### src/rtl/generador_trafico.sv
// Traffic generator/checker: fills CHANNELS input FIFOs with tagged bursts, drains and
// tag-checks the output FIFOs, counts words per output and reports a pass/fail verdict.
module generador_trafico #(
  parameter int WORD_SIZE = 10,
  parameter int CHANNELS  = 4,
  parameter int CH_BITS   = 2,
  parameter int CNT_W     = 5,
  parameter int LEN_W     = 4,
  parameter int QUIET_CYC = 8
) (
  input  logic                          i_clk,
  input  logic                          i_reset,
  input  logic                          i_start,
  input  logic                          i_rotate,
  input  logic [LEN_W-1:0]              i_burst_len,
  input  logic [CHANNELS-1:0]           i_fifo_almost_full,
  output logic [CHANNELS-1:0]           o_fifo_wr,
  output logic [CHANNELS*WORD_SIZE-1:0] o_fifo_data_in,
  input  logic [CHANNELS-1:0]           i_out_empty,
  output logic [CHANNELS-1:0]           o_out_rd,
  input  logic [CHANNELS*WORD_SIZE-1:0] i_out_data,
  input  logic                          i_req,
  input  logic [CH_BITS-1:0]            i_idx,
  output logic [CNT_W-1:0]              o_data_out_contador,
  output logic                          o_valid,
  output logic                          o_busy,
  output logic                          o_done,
  output logic                          o_pass,
  output logic [CNT_W-1:0]              o_err_count
);

  localparam int PAY_W = WORD_SIZE - CH_BITS;
  localparam int QW    = $clog2(QUIET_CYC + 1);
  localparam int SUM_W = CNT_W + CH_BITS + LEN_W;
  localparam logic [CNT_W-1:0] CNT_MAX = {CNT_W{1'b1}};

  typedef enum logic [1:0] {
    S_IDLE  = 2'd0,
    S_FILL  = 2'd1,
    S_DRAIN = 2'd2,
    S_DONE  = 2'd3
  } state_t;

  state_t                        r_state, w_state_nx;
  logic                          r_rotate;
  logic [LEN_W-1:0]              r_len;
  logic [LEN_W-1:0]              r_idx [CHANNELS];
  logic [CHANNELS-1:0]           r_wr;
  logic [CHANNELS*WORD_SIZE-1:0] r_data;
  logic [CHANNELS-1:0]           r_rd_q;
  logic [QW-1:0]                 r_quiet;
  logic [CNT_W-1:0]              r_cnt [CHANNELS];
  logic [CNT_W-1:0]              w_cnt_nx [CHANNELS];
  logic [CNT_W-1:0]              r_err, w_err_nx;
  logic [SUM_W-1:0]              w_sum_nx, w_expect;
  logic [CHANNELS-1:0]           w_wr_dec;
  logic [CHANNELS*WORD_SIZE-1:0] w_word;
  logic                          w_fill_done, w_start_ok, w_all_empty;
  logic                          r_busy, r_done, r_pass, r_valid;
  logic [CNT_W-1:0]              r_cnt_out;
  logic                          w_unused_data;

  assign w_start_ok    = i_start && ((r_state == S_IDLE) || (r_state == S_DONE));
  assign w_all_empty   = &i_out_empty;
  assign w_expect      = SUM_W'(CHANNELS) * SUM_W'(r_len);
  assign w_unused_data = ^i_out_data;

  // Per-channel write decision and the tagged word for the current index
  always_comb begin
    w_wr_dec    = '0;
    w_word      = '0;
    w_fill_done = 1'b1;
    for (int c = 0; c < CHANNELS; c++) begin
      if (r_idx[c] < r_len) begin
        w_fill_done = 1'b0;
        w_wr_dec[c] = ~i_fifo_almost_full[c];
      end else begin
        w_wr_dec[c] = 1'b0;
      end
      if (r_rotate) begin
        w_word[c*WORD_SIZE +: WORD_SIZE] = {CH_BITS'(c) + CH_BITS'(r_idx[c]), PAY_W'(r_idx[c])};
      end else begin
        w_word[c*WORD_SIZE +: WORD_SIZE] = {CH_BITS'(c), PAY_W'(r_idx[c])};
      end
    end
  end

  // Next-state logic and output-FIFO read strobes
  always_comb begin
    w_state_nx = r_state;
    o_out_rd   = '0;
    case (r_state)
      S_IDLE: begin
        if (i_start) w_state_nx = S_FILL;
        else         w_state_nx = S_IDLE;
      end
      S_FILL: begin
        o_out_rd = ~i_out_empty;
        if (w_fill_done) w_state_nx = S_DRAIN;
        else             w_state_nx = S_FILL;
      end
      S_DRAIN: begin
        o_out_rd = ~i_out_empty;
        if (w_all_empty && (r_quiet == QW'(QUIET_CYC - 1))) w_state_nx = S_DONE;
        else                                                w_state_nx = S_DRAIN;
      end
      S_DONE: begin
        if (i_start) w_state_nx = S_FILL;
        else         w_state_nx = S_DONE;
      end
      default: w_state_nx = S_IDLE;
    endcase
  end

  // Saturating per-output counters and tag-error count for data read last cycle
  always_comb begin
    w_err_nx = r_err;
    w_sum_nx = '0;
    for (int k = 0; k < CHANNELS; k++) w_cnt_nx[k] = r_cnt[k];
    if (w_start_ok) begin
      for (int k = 0; k < CHANNELS; k++) w_cnt_nx[k] = '0;
      w_err_nx = '0;
    end else begin
      for (int k = 0; k < CHANNELS; k++) begin
        if (r_rd_q[k]) begin
          if (r_cnt[k] != CNT_MAX) w_cnt_nx[k] = r_cnt[k] + CNT_W'(1);
          else                     w_cnt_nx[k] = r_cnt[k];
          if ((i_out_data[k*WORD_SIZE+PAY_W +: CH_BITS] != CH_BITS'(k)) && (w_err_nx != CNT_MAX))
            w_err_nx = w_err_nx + CNT_W'(1);
          else
            w_err_nx = w_err_nx;
        end else begin
          w_cnt_nx[k] = r_cnt[k];
        end
      end
    end
    for (int k = 0; k < CHANNELS; k++) w_sum_nx = w_sum_nx + SUM_W'(w_cnt_nx[k]);
  end

  // State register
  always_ff @(posedge i_clk or posedge i_reset) begin
    if (i_reset) r_state <= S_IDLE;
    else         r_state <= w_state_nx;
  end

  // Fill sequencing: run parameters latched at start, one registered write per channel
  always_ff @(posedge i_clk or posedge i_reset) begin
    if (i_reset) begin
      r_rotate <= 1'b0;
      r_len    <= '0;
      r_wr     <= '0;
      r_data   <= '0;
      for (int c = 0; c < CHANNELS; c++) r_idx[c] <= '0;
    end else if (w_start_ok) begin
      r_rotate <= i_rotate;
      r_len    <= i_burst_len;
      r_wr     <= '0;
      for (int c = 0; c < CHANNELS; c++) r_idx[c] <= '0;
    end else if (r_state == S_FILL) begin
      r_wr <= w_wr_dec;
      for (int c = 0; c < CHANNELS; c++) begin
        if (w_wr_dec[c]) begin
          r_idx[c]                         <= r_idx[c] + LEN_W'(1);
          r_data[c*WORD_SIZE +: WORD_SIZE] <= w_word[c*WORD_SIZE +: WORD_SIZE];
        end
      end
    end else begin
      r_wr <= '0;
    end
  end

  // Drain bookkeeping: pending reads, counters, errors and quiet-cycle count
  always_ff @(posedge i_clk or posedge i_reset) begin
    if (i_reset) begin
      r_rd_q  <= '0;
      r_err   <= '0;
      r_quiet <= '0;
      for (int k = 0; k < CHANNELS; k++) r_cnt[k] <= '0;
    end else begin
      r_rd_q <= o_out_rd;
      r_err  <= w_err_nx;
      for (int k = 0; k < CHANNELS; k++) r_cnt[k] <= w_cnt_nx[k];
      if ((r_state == S_DRAIN) && w_all_empty) r_quiet <= r_quiet + QW'(1);
      else                                     r_quiet <= '0;
    end
  end

  // Status flags; pass is evaluated on the values the counters take this edge
  always_ff @(posedge i_clk or posedge i_reset) begin
    if (i_reset) begin
      r_busy <= 1'b0;
      r_done <= 1'b0;
      r_pass <= 1'b0;
    end else begin
      r_busy <= (w_state_nx == S_FILL) || (w_state_nx == S_DRAIN);
      r_done <= (w_state_nx == S_DONE);
      r_pass <= (w_state_nx == S_DONE) && (w_err_nx == '0) && (w_sum_nx == w_expect);
    end
  end

  // Counter readout: value as of the request edge, held between requests
  always_ff @(posedge i_clk or posedge i_reset) begin
    if (i_reset) begin
      r_valid   <= 1'b0;
      r_cnt_out <= '0;
    end else if (i_req) begin
      r_valid   <= 1'b1;
      r_cnt_out <= r_cnt[i_idx];
    end else begin
      r_valid   <= 1'b0;
    end
  end

  assign o_fifo_wr           = r_wr;
  assign o_fifo_data_in      = r_data;
  assign o_data_out_contador = r_cnt_out;
  assign o_valid             = r_valid;
  assign o_busy              = r_busy;
  assign o_done              = r_done;
  assign o_pass              = r_pass;
  assign o_err_count         = r_err;

endmodule

### config.mk
export PLATFORM = sky130hd
export DESIGN_NAME = generador_trafico
export DESIGN_NICKNAME = d
export VERILOG_FILES = /design/src/rtl/generador_trafico.sv
export SDC_FILE = /design/constraint.sdc
export NUM_CORES = 1
export LEC_CHECK = 0
export CORE_MARGIN = 4
export CORE_UTILIZATION = 46
export CTS_CLUSTER_DIAMETER = 30
export DETAILED_ROUTE_END_ITERATION = 10
export PLACE_DENSITY = 0.79
export SLEW_MARGIN = 15
export SYNTH_ARGS = -nofsm -noshare
export SYNTH_HDL_FRONTEND = slang
export SYNTH_SLANG_ARGS = --single-unit
### constraint.sdc
create_clock -name i_clk -period 7.9 [get_ports i_clk]
set_clock_uncertainty 0.15 [all_clocks]
set_input_delay 1.58 -clock i_clk [delete_from_list [all_inputs] [get_ports i_clk]]
set_output_delay 1.58 -clock i_clk [all_outputs]
set_load 0.05 [all_outputs]
# Word-level counts from Yosys, hierarchy flattened
# Index checks and enable logic that the tools add are counted.
# totals
ff_bits	109
input_bits	59
output_inout_bits	62
wordCells	155
# op_classes
n_addsub	19
order_cmp	5
n_eq_ne	19
muxes	52
bitwise	7
reduce_logical	29
# op_table
operator	n
$mux 5	22
$add 5x1->5 const B	8
$mux 10	4
$ne 5x5->1 const B	8
$mux 16	2
$mux 4	8
$add 4x1->4 const B	5
$mux 20	1
$lt 4x4->1	4
$reduce_and 3->1	4
$reduce_bool 2->1	6
$mux 1	11
$bmux 5 s2	1
$logic_and 1x1->1	9
$add 7x5->8	1
$eq 2x2->1 const B	4
$eq 8x6->1	1
$pmux 2 s4	1
$reduce_and 2->1	4
$add 6x5->7	1
$add 5x5->6	1
$logic_not 5->1	1
$not 1->1	5
$add 2x2->2 const A	2
other kinds (13)	17

# Depth between registers and ports, before layout
# depth
word_depth	23
mapped_depth	29
depth_no_buf	29

# Worst setup path after synthesis
# OpenSTA, ideal clock, no wires.
# synth_timing
kind	input-to-reg
start	input i_out_data[9]
end	register r_pass (netlist: o_pass)
setup_ps	111
arrival_time_ps	6906
required_time_ps	7639
setup_slack_ps	733
cell_stages	24
path_buffers	0
path_cell_list	o211ai_4 -> xor2_1 -> inv_1 -> ha_1 -> a21boi_0 -> ha_1 -> nor2b_1 -> nand2_1 -> nor3b_1 -> a32oi_1 -> xnor2_1 -> and3_1 -> ha_1 -> nor3b_2 -> mux2i_1 -> inv_1 -> ha_1 -> nor3b_1 -> ha_1 -> a211oi_1 -> o21ai_0 -> o311a_1 -> or4_1 -> a2111oi_2
# synth_via
elab_chain_len	23
word_cells_on_any_way	26
cone_classes	add/sub (3); eq/ne (3); mux (12); reduce/logical (8)
# synth_lines
element	line	source
start: declaration	21	input logic [CHANNELS*WORD_SIZE-1:0] i_out_data,
$reduce_bool 2->1 (*)	128	if ((i_out_data[k*WORD_SIZE+PAY_W +: CH_BITS] != CH_BITS'(k)) && (w_err_nx != CNT_MAX))
$logic_and 1x1->1 (*)	128	
$mux 5 (*)	128	
$mux 5 (*)	125	if (r_rd_q[k]) begin
$mux 5 (*)	120	if (w_start_ok) begin
branches (longest 3 deep; another with $add 5x1->5)	--	
$mux 5 (*)	125	
$mux 5 (*)	120	
branches (longest 3 deep; another with $add 5x1->5)	--	
$mux 5 (*)	125	
$mux 5 (*)	120	
branches (longest 3 deep; another with $add 5x1->5)	--	
$mux 5 (*)	125	
$mux 5 (*)	120	
via w_err_nx[4]	54	logic [CNT_W-1:0] r_err, w_err_nx;
$logic_not 5->1 (*)	197	r_pass <= (w_state_nx == S_DONE) && (w_err_nx == '0) && (w_sum_nx == w_expect);
$logic_and 1x1->1 (*) (2 in a row)	197	
end signal: assignment	197	
end: declaration	59	logic r_busy, r_done, r_pass, r_valid;
# Mark *: on every way through the listed nets, which the timed path passes. The select of a mux whose other input is x is not followed.
# A chain may end at the register's enable or synchronous reset.

# Worst setup path after layout
# Same ends and word-level chain as after synthesis.

==> results.tsv <==
metric	value	unit
GRT Util Overall	0.184	
Avg WL per Cell	16.3	um
cts hold-fix bufs	0	
routed via count	3852	
initial antenna violation count	0	
Yosys top cell area share	0.440	
number of distinct library cells after synthesis	52	
Fillers	912	
Setup violations, final	0	
Area Overhead vs Synth	21.6	%
CP top delay family	simple AND/OR/NAND/NOR gates	
syn avg cell area	10.9	um2
DIE AREA	13300	um2
Clock Tree Root	clkbuf_16	
CTS tree	built	
status	completed	
maximum clock frequency	134	MHz
fin nets	669	
register area share after synthesis	0.440	
DR iter-0 viols	147	
# rows	38	
DRT antenna net count	0	
DP Cell Count	686	
Peak supply drop	0.222	mV
clock latency on the worst-skew pair	0.34	ns
HPWL after detailed placement	8610	um
Core ar.	11000	um2
placed instance area	6110	um2
htree depth	3	
clk sinks	93	
I/O Buffers	72	
layout cells sized above 1	0.106	
fin crit share	0.947	
DRT Pass-1 Iters	4	
total of max-cap violations	0	
first-pass GRT wire length	19700	um
Synth area leader	dfrtp_1	
number of global-route vias before repair	4002	
CP required	7.97	ns
WP data arrival	7.55	ns
CP bufs+invs	3	
CP dominant cell by count	ha_1	
GPL Wtd Cong	0.865	
Post-route DRC	0	
DRT Wirelength	11500	um
Final Max Tran Viols	0	
Critical Path End Type	flip-flop	
static leakage	3.07	nW
total CTS buffers	9	
final instance area	6430	um2
total power draw	2.71	mW
Post-synth EDFFs	0	
class of the worst hold path	reg2reg	
Final Hold Viols	0	
Rel. slew slack	0.380	
Worst Tran Pin Value	0.928	ns
Layout Cells excl Fill	705	
Area contributors post-synth	dfrtp_1 44%, ha_1 9.5%, mux2_2 4.7%	
Tmin final	7.48	ns
Die Y	115	um
Critical Setup Path Class	in2reg	
die width	115	um
cell area after synthesis	5290	um2
worst-path fanout max	7	
Max Root-Sink Buffers	2	
gr ovfl total	0	
Worst-path clk slew	0.07	ns
Synth Register Bits	93	
top_reg_cell synth	dfrtp_1	
Worst path max stage delay	0.58	ns
Initial Utilization	0.480	
Via density	5.46	
Layout Utilization	0.583	
Synth Warn #	0	
Cells after Synth	485	
Top-Level Pins	121	
power per cell area	421	nW/um2
CP max stage cell	or4_1	
CP startpoint kind	input pin	
Hold WS	0.318	ns
antenna diode instance count	0	
pin count of the biggest net entering global routing	54	
ys async rst share	1.00	
[stage by stage]
step,setup WS (ns),TNS [ns]
floorplan,0.733,0
global placement,0.300,0
detailed placement,-0.0267,-0.0267
CTS,0.290,0
global route,-0.0367,-0.0367
finish,0.420,0
[final timing paths]
| check | from | endpoint | slack, ns | cells after the start |
|---|---|---|---|---|
| max in group asynchronous | i_reset | o_data_out_contador[1]$_DFFE_PP0P_ | 5.00 | 3 |
| worst min-delay path | r_quiet[0]$_DFF_PP0_ | r_quiet[0]$_DFF_PP0_ | 0.32 | 1 |
| worst max-delay path | i_out_data[9] | o_pass$_DFF_PP0_ | 0.42 | 25 |
| worst min register to register | r_quiet[0]$_DFF_PP0_ | r_quiet[0]$_DFF_PP0_ | 0.32 | 1 |
| worst max register to register | o_err_count[0]$_DFF_PP0_ | o_pass$_DFF_PP0_ | 1.04 | 28 |
| min in group asynchronous | i_reset | o_fifo_data_in[12]$_DFFE_PP0P_ | 1.49 | 2 |
[flip-flops by register name (all words and copies together) (netlist names)]
register             flops
o_err_count              5
r_rotate                 1
o_pass                   1
r_quiet                  4
r_state                  2
o_valid                  1
o_data_out_contador      5
r_idx                   16
o_busy                   1
r_rd_q                   4
o_fifo_data_in          24
o_fifo_wr                4
o_done                   1
r_len                    4
r_cnt                   20
[cell usage after synthesis (7+ instances only)]
cell type / count
dfrtp_1: 93
nor2_1: 43
ha_1: 40
nand2_1: 31
inv_1: 30
mux2_2: 22
a21oi_1: 20
xnor2_1: 17
xor2_1: 17
buf_4: 16
clkbuf_1: 15
a21o_1: 10
fa_1: 10
nand3_1: 10
o21ai_0: 10
mux2i_1: 9
nor2b_1: 8
nand4_1: 7
[layout by cell type, fill, tap and decap left out, types with 2 or more instances in the layout]
| master | instances |
|---|---|
| and3_1 | 6 |
| nor3_1 | 4 |
| inv_1 | 29 |
| mux2i_1 | 8 |
| conb_1 | 16 |
| a211oi_1 | 2 |
| nand2_1 | 31 |
| mux4_2 | 5 |
| ha_1 | 40 |
| nor3b_1 | 3 |
| clkbuf_16 | 9 |
| and3b_1 | 4 |
| nand4_1 | 7 |
| nor2_1 | 42 |
| buf_4 | 8 |
| nor4_1 | 3 |
| mux2_2 | 22 |
| a41o_1 | 3 |
| fa_1 | 10 |
| and2_1 | 5 |
| nand2b_1 | 6 |
| xor2_1 | 17 |
| clkdlybuf4s50_1 | 72 |
| o21ai_0 | 10 |
| a31oi_1 | 5 |
| o21a_1 | 3 |
| clkinv_2 | 2 |
| a32oi_1 | 2 |
| dfrtp_1 | 93 |
| a41oi_1 | 3 |
| nor2b_1 | 8 |
| a21o_1 | 10 |
| nand3_1 | 10 |
| a21oi_1 | 20 |
| a311oi_1 | 4 |
| inv_8 | 2 |
| nor2_2 | 2 |
| xnor2_1 | 17 |
[worst register-to-register path: cells and delay by family, from the launching register on]
family / cells / cell delay (ns)
adders and majority gates: 7 / 1.59
DFF: 1 / 0.49
xor gates and xnor gates: 1 / 0.19
muxes: 2 / 0.58
buffers and inverters: 3 / 0.29
and+or+nand+nor: 8 / 2.09
AOI/OAI and AO/OA: 7 / 1.37
[routing by layer]
layer  wire length, um  vias to the layer above  global-route usage
met5                 0                        -                   0
met4               104                        0              0.0407
met3               547                       14              0.0395
met2              5890                       89               0.319
met1              4960                     1942               0.237
li1                  -                     1807                   -
[power by group]
part	internal, mW	switching [mW]
combinational	0.616	0.881
sequential	0.625	0.163
clock	0.222	0.202
total	1.46	1.25
[what timing repair did]
action | CTS | global route
endpoints found under the hold margin | 0 | 0
endpoints found under the setup margin | 0 | 1
gates resized for setup | 0 | 2
buffers inserted | 0 | 3
[cell families (layout without fill, tap and decap cells)]
| kind of cell | after synthesis | in the layout | share of synthesized area |
|---|---|---|---|
| adder cells (fa/ha/maj) | 50 | 50 | 0.132 |
| AO/OA/AOI/OAI | 72 | 72 | 0.0953 |
| XOR/XNOR | 35 | 35 | 0.0605 |
| multiplexers | 37 | 37 | 0.0880 |
| other | 1 | 16 | 0.000709 |
| flip-flops | 93 | 93 | 0.440 |
| buffers and inverters | 61 | 126 | 0.0546 |
| AND/OR/NAND/NOR | 136 | 136 | 0.128 |
[cell type report]
class	instances	area (um2)	area share
multi-input cells	346	2740	0.426
flip-flops and latches	93	2330	0.362
repair buffers	80	781	0.121
clock buffers	9	225	0.0350
well taps	140	175	0.0272
inverters	30	114	0.0177
clock inverters	7	68.8	0.0107
Note: power is estimated with default switching activity, not from simulation.
==> variant (same settings) <==
Reset style: synchronous (`i_reset`), changed in 5 clocked blocks.
--- a/src/rtl/generador_trafico.sv
+++ b/src/rtl/generador_trafico.sv
@@ -140,3 +140,3 @@
   // State register
-  always_ff @(posedge i_clk or posedge i_reset) begin
+  always_ff @(posedge i_clk) begin
     if (i_reset) r_state <= S_IDLE;
@@ -146,3 +146,3 @@
   // Fill sequencing: run parameters latched at start, one registered write per channel
-  always_ff @(posedge i_clk or posedge i_reset) begin
+  always_ff @(posedge i_clk) begin
     if (i_reset) begin
@@ -172,3 +172,3 @@
   // Drain bookkeeping: pending reads, counters, errors and quiet-cycle count
-  always_ff @(posedge i_clk or posedge i_reset) begin
+  always_ff @(posedge i_clk) begin
     if (i_reset) begin
@@ -188,3 +188,3 @@
   // Status flags; pass is evaluated on the values the counters take this edge
-  always_ff @(posedge i_clk or posedge i_reset) begin
+  always_ff @(posedge i_clk) begin
     if (i_reset) begin
@@ -201,3 +201,3 @@
   // Counter readout: value as of the request edge, held between requests
-  always_ff @(posedge i_clk or posedge i_reset) begin
+  always_ff @(posedge i_clk) begin
     if (i_reset) begin
Formal check against the unedited RTL: differs if i_reset is asserted again (counterexample within 4 cycles, from zero or initial values and one cycle with i_reset high); with i_reset held inactive, the same outputs for 4 cycles.
==> variant against the original RTL <==
  * Design area decreased by 0.80%
  * Register-to-register slack improved by 0.13 ns
  * Worst setup slack improved by 0.21 ns
  * Die area decreased by 1.1%
  * Largest cell class unchanged
  * Critical path depth increased by 2
  * Maximum frequency increased by 2.8%
  * Area after synthesis decreased by 1.2%
  * Sequential cell count unchanged
  * Routed wire length increased by 4.8%
  * Count of clock-buffer cells in the layout increased by 2
  * Critical path type unchanged
  * Global-route usage increased by 0.49 points
Power is not compared: it rests on default switching activity, and its combinational part moved more than twofold at a synthesized area within 25%.
==> variant: results (changes against the original RTL) <==
status:
  status: "completed"  # unchanged
global_route:
  grtUsageMet3: 0.0677  # was 0.0395
  antenna_found_initial: 0  # unchanged
  track_usage: 0.189  # was 0.184
  grtUsageMet1: 0.226  # was 0.237
  grt_pass1_wl_um: 19800  # was 19700 um
  grtUsageMet2: 0.323  # was 0.319
  grt_max_degree: 62  # was 54
detailed_routing:
  dr_total_vias: 4194  # was 3852
  drt-wirelength-per-cell_um: 15.7  # was 16.3 um
  routed_via_density: 5.45  # was 5.46
  dr_wl_met2_um: 5900  # was 5890 um
  initialDrtViolationCount: 162  # was 147
  dr_wl_met3_um: 885  # was 547 um
  top_layer_used: "met4"  # unchanged
  wl_met1_um: 5160  # was 4960 um
logic_synthesis:
  synth_top_area_share: 0.310  # was 0.440
  synthMuxAreaShare: 0.0723  # was 0.0880
  synth_top_cells_by_area: "dfxtp_1, ha_1, edfxtp_1"  # was dfrtp_1, ha_1, mux2_2
  synth-edff-count: 12  # was 0
  synth_compound_area_frac: 0.105  # was 0.0953
  synthAdderAreaFrac: 0.134  # was 0.132
  ys_types: 57  # was 52
  synth_common_cells: "dfxtp_1, nor2_1, nand2_1"  # was dfrtp_1, nor2_1, ha_1
  synth_top_family_by_area: "simple AND/OR/NAND/NOR gates"  # was adder cells
  postSynth.asyncResetShare: 0  # was 1.00
  synth-main-ff-cell: "dfxtp_1"  # was dfrtp_1
  avgSynthCellArea_sq_um: 9.42  # was 10.9 sq um
  synth_xor_area_frac: 0.0543  # was 0.0605
  yosysSeqAreaShare: 0.379  # was 0.440
critical_path:
  cp_slowest_cell: "clkdlybuf4s50_1"  # was or4_1
  cp_max_fo: 7  # unchanged
  arrival_ns: 7.40  # was 7.55 ns
  crit_family: "compound AO/OA/AOI/OAI gates"  # was simple AND/OR/NAND/NOR gates
  crit_path_max_incr_delay_ns: 0.52  # was 0.58 ns
clock_network:
  cts_made_buffers: 9  # unchanged
  post_cts_resized: 0  # unchanged
  htreeDepth: 3  # unchanged
  clk_latency_ns: 0.35
  clockBufferDepth: 2  # unchanged
  cts_root_buffer: "clkbuf_16"  # unchanged
final_layout:
  fillers: 958  # was 912
  n_antenna_cell: 0  # unchanged
  post_route_cells_drive_above_1_share: 0.0683  # was 0.106
  largest_register_ffs: 24  # unchanged
  nets: 734  # was 669
  postLayoutCellArea_sq_mm: 0.00638  # was 0.00643 sq mm
placed_design:
  hpwl_um: 9020  # was 8610 um
  dpl_worst_slack_ns: 0.0688  # was -0.0267 ns
  dpl.cell_count: 754  # was 686
  postPlaceCellArea_sq_mm: 0.00603  # was 0.00611 sq mm
  place_congestion: 0.854  # was 0.865
min_path:
  worstHoldPathType: "flip-flop to flip-flop"  # unchanged
power_and_ir_drop:
  ir_drop_uv: 251
  p_leak_uw: 0.00265
sta:
  relSlewSlack: 0.495  # was 0.380
-- variant: changes by cell type after synthesis, sizes merged, moves of 13 or more --
cell and change:
dfrtp -93, nor2 +25, dfxtp +81, mux2 -19, nand2 +17, mux2i +13
-- variant: where the power goes --
part | internal [uW] | switching (uW)
Clock | 301 | 188
Combinational | 58.2 | 100
Sequential | 492 | 15.3
-- variant: path summary, 6_finish.rpt --
kind,start,depth (start not counted),to,slack [ns]
max,i_out_data[8],27,o_pass$_SDFF_PP0_,0.63
min reg2reg,r_quiet[0]$_SDFF_PP0_,1,r_quiet[0]$_SDFF_PP0_,0.30
max reg2reg,o_err_count[0]$_SDFF_PP0_,29,o_pass$_SDFF_PP0_,1.17
min,r_quiet[0]$_SDFF_PP0_,1,r_quiet[0]$_SDFF_PP0_,0.30
-- variant: final cells by class --
cell class,instances,area share
Clock buffer,11,0.0398
Tap cell,140,0.0274
Sequential cell,93,0.311
Clock inverter,5,0.0139
Inverter,21,0.0124
Multi-Input combinational cell,423,0.478
Timing Repair Buffer,77,0.118
